**src/rtl/serial_adder.sv**
```systemverilog
// Bit-serial adder: one full-adder slice and a carry flop process the operands
// LSB first, one bit per clock. The result is assembled in a right-shifting
// register and copied to sum/cout on the final bit, where it stays until the
// next completion.
`timescale 1ns/1ps

module serial_adder #(
   parameter int WIDTH = 8
) (
   input  logic             clk,
   input  logic             rst_n,
   input  logic             start,
   input  logic [WIDTH-1:0] a,
   input  logic [WIDTH-1:0] b,
   input  logic             cin,
   output logic             busy,
   output logic             done,
   output logic [WIDTH-1:0] sum,
   output logic             cout
);

   // Counter only has to reach WIDTH-1; keep at least one bit for WIDTH=1.
   localparam int CNT_W = (WIDTH > 1) ? $clog2(WIDTH) : 1;
   localparam logic [CNT_W-1:0] LAST_BIT = CNT_W'(WIDTH - 1);

   typedef enum logic [1:0] {
      IDLE = 2'd0,
      RUN  = 2'd1,
      DONE = 2'd2
   } state_t;

   state_t           state_q, state_d;
   logic [WIDTH-1:0] a_reg_q, a_reg_d;
   logic [WIDTH-1:0] b_reg_q, b_reg_d;
   logic             carry_q, carry_d;
   logic [CNT_W-1:0] cnt_q,   cnt_d;
   logic [WIDTH-1:0] res_q,   res_d;
   logic [WIDTH-1:0] sum_q,   sum_d;
   logic             cout_q,  cout_d;
   logic             busy_q,  busy_d;
   logic             done_q,  done_d;

   logic             bit_s;
   logic             bit_c;
   logic [WIDTH-1:0] res_shift;

   // Full-adder slice on the current LSBs and the running carry.
   always_comb begin
      bit_s = a_reg_q[0] ^ b_reg_q[0] ^ carry_q;
      bit_c = (a_reg_q[0] & b_reg_q[0]) | (a_reg_q[0] & carry_q) | (b_reg_q[0] & carry_q);
   end

   // Result register shifted right with the new sum bit entering at the MSB.
   always_comb begin
      res_shift            = res_q >> 1;
      res_shift[WIDTH-1]   = bit_s;
   end

   // Next-state and next-output logic; busy/done follow the state being entered.
   always_comb begin
      // NOTE: every signal assigned here gets a default first, so no path can infer a latch.
      state_d = state_q;
      a_reg_d = a_reg_q;
      b_reg_d = b_reg_q;
      carry_d = carry_q;
      cnt_d   = cnt_q;
      res_d   = res_q;
      sum_d   = sum_q;
      cout_d  = cout_q;
      busy_d  = 1'b0;
      done_d  = 1'b0;

      unique case (state_q)
         IDLE, DONE: begin
            if (start) begin
               a_reg_d = a;
               b_reg_d = b;
               carry_d = cin;
               cnt_d   = '0;
               state_d = RUN;
               busy_d  = 1'b1;
            end else begin
               state_d = IDLE;
            end
         end
         RUN: begin
            // start is deliberately not looked at here: a running add cannot be restarted.
            a_reg_d = a_reg_q >> 1;
            b_reg_d = b_reg_q >> 1;
            carry_d = bit_c;
            res_d   = res_shift;
            cnt_d   = cnt_q + CNT_W'(1);
            if (cnt_q == LAST_BIT) begin
               state_d = DONE;
               sum_d   = res_shift;
               cout_d  = bit_c;
               done_d  = 1'b1;
            end else begin
               busy_d  = 1'b1;
            end
         end
         default: begin
            state_d = IDLE;
         end
      endcase
   end

   // State and registered outputs; reset clears everything so an aborted run leaves no trace.
   always_ff @(posedge clk or negedge rst_n) begin
      if (!rst_n) begin
         state_q <= IDLE;
         a_reg_q <= '0;
         b_reg_q <= '0;
         carry_q <= 1'b0;
         cnt_q   <= '0;
         res_q   <= '0;
         sum_q   <= '0;
         cout_q  <= 1'b0;
         busy_q  <= 1'b0;
         done_q  <= 1'b0;
      end else begin
         // NOTE: non-blocking assignments so every flop samples the pre-edge values.
         state_q <= state_d;
         a_reg_q <= a_reg_d;
         b_reg_q <= b_reg_d;
         carry_q <= carry_d;
         cnt_q   <= cnt_d;
         res_q   <= res_d;
         sum_q   <= sum_d;
         cout_q  <= cout_d;
         busy_q  <= busy_d;
         done_q  <= done_d;
      end
   end

   assign busy = busy_q;
   assign done = done_q;
   assign sum  = sum_q;
   assign cout = cout_q;

endmodule

```
**config.mk**
```make
export PLATFORM = sky130hd
export DESIGN_NAME = serial_adder
export DESIGN_NICKNAME = d
export VERILOG_FILES = /design/src/rtl/serial_adder.sv
export SDC_FILE = /design/constraint.sdc
export NUM_CORES = 1
export LEC_CHECK = 0
export BUFFER_PORTS_ARGS = -buffer_cell sky130_fd_sc_hd__buf_4
export CAP_MARGIN = 0
export CORE_ASPECT_RATIO = 1.75
export CORE_MARGIN = 1
export CORE_UTILIZATION = 30
export CTS_CLUSTER_DIAMETER = 200
export CTS_CLUSTER_SIZE = 12
export DETAILED_ROUTE_END_ITERATION = 6
export SYNTH_ARGS = -nofsm -noshare
export SYNTH_HDL_FRONTEND = slang
export SYNTH_SLANG_ARGS = --single-unit
```
**constraint.sdc**
```tcl
create_clock -name clk -period 1.4 [get_ports clk]
set_input_delay 0.14 -clock clk [delete_from_list [all_inputs] [get_ports clk]]
set_output_delay 0.14 -clock clk [all_outputs]
set_load 0.1 [all_outputs]
```
==> metrics.md, run 1 <==
| Metric | Value |
|---|---|
| Min-delay src | b[7] |
| Net Sw Frac | 0.439 |
| Die Y | 106 µm |
| Final Cycle Share | 0.977 |
| DR vias/cell | 4.57 |
| Hold depth | 2 |
| CTS tree | built |
| R2r startpoint | cnt_q[1] |
| Die width | 61.2 µm |
| Least-Margin Pin Slew | 525 ps |
| Gate power share | 0.498 |
| Row Count | 37 |
| Worst r2r dst | cnt_q[2] |
| Sequential share of power | 0.345 |
| Fin. Hold Viols | 0 |
| DR vias | 1288 |
| Crit Path Max Fanout | 3 |
| Setup CP Type | flop to flop |
| FF+latch count, synth | 40 |
| Area leader, netlist | dfrtp_1 |
| Highest clock rate | 731 MHz |
| Nets@finish | 226 |
| TNS Setup | 0 ps |
| H-tree Lvls | 2 |
| Clock Tree Root | clkbuf_8 |
| Register area share after synthesis | 0.544 |
| Number of buffers created by CTS | 5 |
| Pleak | 0.00111 µW |
| Clock latency on the worst-skew pair | 290 ps |
| GRT Resource Usage Total | 0.120 |
| Synth Instances | 160 |
| Drt wl/cell | 12.4 µm |
| Antenna Violating Nets Remaining | 0 |
| Drt drc | 0 |
| Commonest non-fill, non-tap cell in the layout | buf_4 |
| HP Class | input port to flop |
| Starting Density | 0.313 |
| Post-Syn Nets | 183 |
| Post-Syn Area per Cell | 11.5 µm² |
| Pwr Density | 2530 nW/µm² |
| Netlist cell types | 24 |
| Relative slew margins | 0.650 |
| Area share of the largest cell type after synthesis | 0.544 |
| Internal power | 3370 µW |
| Clock-pin slew on the worst setup and hold paths | 80 ps |
| Syn-to-layout area delta | 28.9% |
| Synth Warn # | 0 |
| Largest net degree at the start of global routing | 41 |
| Final Wtd Congestion | 0.680 |
| Initial drt markers | 16 |
| Placed Area | 2210 µm² |
| Worst r2r path cells | 4 |
| Worst EP arrival | 1550 ps |
| DP HPWL | 2330 µm |
| RSZ-0062 raised after global routing | no |
| Initial antenna violation count | 0 |
| Req. time, crit path | 1590 ps |
| Bufs on Longest Clock Path | 2 |
| Antenna diodes | 0 |
| Vias in the first global route | 1214 |
| Total routed wirelength | 3490 µm |
| VDD IR-drop max | 845 µV |
| Total power | 6000 µW |
| Leading cell types in the layout, fill and taps excluded | buf_4, dfrtp_1, nand2_1 |
| # IOs | 31 |
| Post-layout util | 0.403 |
| Port Buffer Count | 30 |
| CP Capture Type | flop |
| DR pass1 iterations | 4 |
| Final Setup Violations | 0 |
| Worst-case clock skew | 7.84 ps |
| Status | completed |
| Hold EP | b_reg_q[7] |
| Fin area | 2370 µm² |
| CTS sink count | 40 |
| First-pass GRT wire length | 5740 µm |
| Core area | 5880 µm² |
| Clock share of power | 0.156 |
| Area of the mapped netlist | 1840 µm² |
| Sw power | 2630 µW |
| Max_cap viols | 0 |
| Share of cells above drive strength 1 | 0.333 |
| Area contributors post-synth | dfrtp_1, mux2i_1, mux2_4 |
| Die area | 6460 µm² |
| Crit path launch type | flop |
| Residual overflow from global routing | 0 |
| Reg-to-reg slack, setup | 30 ps |
| Final Critical Period | 1370 ps |
| Max Transition Viols Final | 0 |
## registers in the layout, summed over array words and instances, names as in the netlist
signal   flops
cnt_q        3
res_q        7
b_reg_q      8
sum          8
done         1
carry_q      1
state_q      2
busy         1
a_reg_q      8
cout         1
## layer usage
metal | vias to the layer above | global-route usage | wire length (µm)
li1 | 642 | - | -
met1 | 615 | 0.149 | 1560
met2 | 27 | 0.187 | 1730
met3 | 4 | 0.0356 | 133
met4 | 0 | 0.0536 | 67
met5 | - | 0 | 0
## what timing repair did
action | in CTS | in global routing
setup endpoints to repair | 6 | 10
pin swaps | 0 | 2
gates cloned | 0 | 0
hold buffers | 1 | 0
resized for setup | 0 | 5
buffers inserted | 0 | 2
hold endpoints to repair | 40 | 0
## worst max-delay path, cell delays in order (launching register included)
cell and delay, ps:
dfrtp_1 400, ha_2 200, ha_4 200, mux2_2 250
a22o_1 220
## per-stage QoR
stage / instances / hold WS (ps) / setup slack [ps]
2_1_floorplan: 160 / -156 / 17.0
3_3_place_gp: 271 / 154 / 24.8
3_5_place_dp: 271 / 153 / 0.0222
4_1_cts: 280 / 67.2 / -1.13
5_1_grt: 282 / 82.2 / 1.05
6_report: 282 / 90.2 / 31.7
## cells by family (layout without fill, tap and decap cells)
| family | count (synthesis) | count (layout) | share of synthesized area |
|---|---|---|---|
| buf+inv | 12 | 56 | 0.0361 |
| mux | 23 | 23 | 0.149 |
| flops | 40 | 40 | 0.544 |
| compound gates | 33 | 33 | 0.116 |
| simple gates | 48 | 48 | 0.126 |
| fa+ha+maj | 3 | 3 | 0.0245 |
| xor+xnor | 1 | 1 | 0.00476 |
## synthesized netlist by cell type
cell type  number
buf_4           2
nand3_1         1
nor2b_1        12
nand2_1        22
o22ai_1         4
a211oi_1       11
a21oi_1        11
mux2_4          8
dfrtp_1        40
fa_1            1
nor3_1          4
xnor2_1         1
clkbuf_1        2
nor2_1          6
mux2i_1        12
inv_1           2
ha_1            2
mux2_2          3
nand2b_1        2
buf_2           5
nor2b_4         1
o21ai_0         3
buf_6           1
a22o_1          4
## power by group through the flow
stage	sequential [µW]	combinational, µW	clock [µW]
6_report	2070	2990	938
5_1_grt	2150	3230	1020
4_1_cts	2080	2950	971
3_5_place_dp	2090	2930	0
3_3_place_gp	2080	2900	0
2_1_floorplan	2980	1330	0
## final cells by class
cell class | instances | area [µm²]
inverters | 2 | 7.51
multi-input cells | 108 | 798
repair buffers | 46 | 355
clock buffers | 5 | 68.8
clock inverters | 3 | 42.5
well taps | 78 | 97.6
fillers | 599 | 3510
flip-flops and latches | 40 | 1000
## how the worst max path moves through the flow
stage,start,to,cells after the start
CTS,cnt_q[0],cout,5
global placement,cnt_q[1],cout,5
detailed placement,cnt_q[0],cout,5
global route,cnt_q[1],sum[5],5
floorplan,cnt_q[0],cnt_q[2],4
finish,cnt_q[1],cnt_q[2],4
(Power assumes the default switching activity.)
==> run 2, diff against run 1 <==
--- a/config.mk
+++ b/config.mk
@@ -5,6 +5,7 @@
 export SDC_FILE = /design/constraint.sdc
 export NUM_CORES = 1
 export LEC_CHECK = 0
+export ABC_CLOCK_PERIOD_IN_PS = 1300
 export BUFFER_PORTS_ARGS = -buffer_cell sky130_fd_sc_hd__buf_4
 export CAP_MARGIN = 0
 export CORE_ASPECT_RATIO = 1.75
@@ -13,6 +14,7 @@
 export CTS_CLUSTER_DIAMETER = 200
 export CTS_CLUSTER_SIZE = 12
 export DETAILED_ROUTE_END_ITERATION = 6
+export SKIP_CTS_REPAIR_TIMING = 1
 export SYNTH_ARGS = -nofsm -noshare
 export SYNTH_HDL_FRONTEND = slang
 export SYNTH_SLANG_ARGS = --single-unit
==> constraint.sdc (replaced) <==
create_clock -name clk -period 1.3 [get_ports clk]
set_input_delay 0.13 -clock clk [delete_from_list [all_inputs] [get_ports clk]]
set_output_delay 0.13 -clock clk [all_outputs]
set_load 0.1 [all_outputs]
==> run 2 against run 1 <==
Net effect:
- the run now ends with negative setup slack left
- clock power increased by 6.1%
- hold slack worse by 27 ps
- register-to-register slack got worse by 80 ps
- critical path depth increased by 1
- maximum frequency rose by 1.2%
- worst setup slack got worse by 84 ps
- clock skew down 2.1 ps
- critical path type unchanged
- highest routed layer unchanged
==> metrics.md, run 2 (same netlist as run 1, synthesis figures left out) <==
| Metric | Value |
|---|---|
| Syn-to-layout area delta | 30.4% |
| Die Y | 106 µm |
| Largest net degree at the start of global routing | 41 |
| Commonest non-fill, non-tap cell in the layout | buf_4 |
| Worst-case clock skew | 5.79 ps |
| Final Setup Violations | 10 |
| Layout Cells excl Fill | 284 |
| Die width | 61.2 µm |
| Residual overflow from global routing | 0 |
| Drt wl/cell | 12.0 µm |
| Max Transition Viols Final | 0 |
| Highest clock rate | 740 MHz |
| Initial drt markers | 40 |
| Worst EP arrival | 1530 ps |
| Row Count | 37 |
| Vias in the first global route | 1257 |
| Clock Tree Root | clkbuf_8 |
| First-pass GRT wire length | 5820 µm |
| Fin. Hold Viols | 0 |
| DP HPWL | 2390 µm |
| Least-Margin Pin Slew | 498 ps |
| VDD IR-drop max | 874 µV |
| CP Capture Type | flop |
| GRT Resource Usage Total | 0.121 |
| Leading cell types in the layout, fill and taps excluded | buf_4, dfrtp_1, nand2_1 |
| Failing checks | negative setup slack |
| Final Cycle Share | 1.04 |
| CTS sink count | 40 |
| Worst r2r dst | cout |
| HP Class | input port to flop |
| Setup crit start | cnt_q[0] |
| Antenna diodes | 0 |
| Setup CP Type | flop to flop |
| Initial antenna violation count | 0 |
| Share of cells above drive strength 1 | 0.335 |
| Die area | 6460 µm² |
| Antenna Violating Nets Remaining | 0 |
| Total routed wirelength | 3420 µm |
| Hold depth | 2 |
| Relative slew margins | 0.668 |
| Port Buffer Count | 30 |
| Core area | 5880 µm² |
| Hold EP | b_reg_q[7] |
| Reg-to-reg slack, setup | -50 ps |
| Crit path launch type | flop |
| Hold slack final | 63.4 ps |
| Min-delay src | b[7] |
| Crit Path Max Fanout | 7 |
| RSZ-0062 raised after global routing | yes |
| Total power | 6500 µW |
| Max_cap viols | 0 |
| Crit-path cells | ha_2 > ha_4 > nand2_4 > buf_8 > mux2_4 |
| # IOs | 31 |
| Max incr delay on CP | 390 ps |
| H-tree Lvls | 2 |
| Worst r2r path cells | 5 |
| CTS tree | built |
| Final Critical Period | 1350 ps |
| Req. time, crit path | 1480 ps |
| Filler cells | 598 |
| TNS Setup | -473 ps |
| Status | complete, but fails checks |
| Pwr Density | 2710 nW/µm² |
| PnR worst setup slack | -52.1 ps |
| Pleak | 0.00113 µW |
| Bufs on Longest Clock Path | 2 |
| Critical path's slowest cell | dfrtp_1 |
| Number of buffers created by CTS | 5 |
| Clock-pin slew on the worst setup and hold paths | 80 ps |
| DR vias | 1283 |
| DR vias/cell | 4.52 |
| Nets@finish | 228 |
| Starting Density | 0.313 |
| DR pass1 iterations | 4 |
| Cells after DPL | 273 |
| Final Wtd Congestion | 0.699 |
| R2r startpoint | cnt_q[0] |
| Clock latency on the worst-skew pair | 290 ps |
| Drt drc | 0 |
## run 2: final cells by class
class                   instances  area [µm²]  share of cell area
repair buffers                 48         387               0.161
clock buffers                   6        72.6              0.0303
well taps                      78        97.6              0.0407
multi-input cells             108         798               0.333
inverters                       2        7.51             0.00313
flip-flops and latches         40        1000               0.417
clock inverters                 2        35.0              0.0146
## run 2: stage by stage
| stage | setup slack, ps | instance area [µm²] | util |
|---|---|---|---|
| finish | -52.1 | 2400 | 0.408 |
| global route | -106 | 2400 | 0.408 |
| CTS | -109 | 2350 | 0.400 |
| detailed placement | -102 | 2250 | 0.382 |
| global placement | -62.0 | 2250 | 0.382 |
| floorplan | -65.4 | 1860 | - |
## run 2: per-layer routing
| layer | vias to the layer above | part of all wire | GRT usage |
|---|---|---|---|
| met2 | 27 | 0.49 | 0.192 |
| met3 | 7 | 0.041 | 0.0307 |
| met4 | 0 | 0.022 | 0.0536 |
| met5 | - | 0 | 0 |
| met1 | 605 | 0.45 | 0.148 |
| li1 | 644 | - | - |
## run 2: report_power, final
part | total [µW] | internal (µW) | switching [µW]
logic | 3290 | 1300 | 1990
registers | 2220 | 1820 | 397
clock network | 995 | 570 | 425
## run 2: worst max-delay path, delay by kind of cell (launching register included)
| family | cells | cell delay, ps |
|---|---|---|
| muxes | 1 | 290 |
| adders and majority gates | 2 | 360 |
| and+or+nand+nor | 1 | 60 |
| buffers and inverters | 1 | 130 |
| DFF | 1 | 390 |
## run 2: how the worst max path moves through the flow
stage / slack [ps] / cells past startpoint / end
floorplan: -70 / 5 / cout
global placement: -60 / 5 / cout
detailed placement: -100 / 5 / sum[7]
CTS: -110 / 5 / sum[7]
global route: -110 / 5 / sum[6]
finish: -50 / 5 / cout
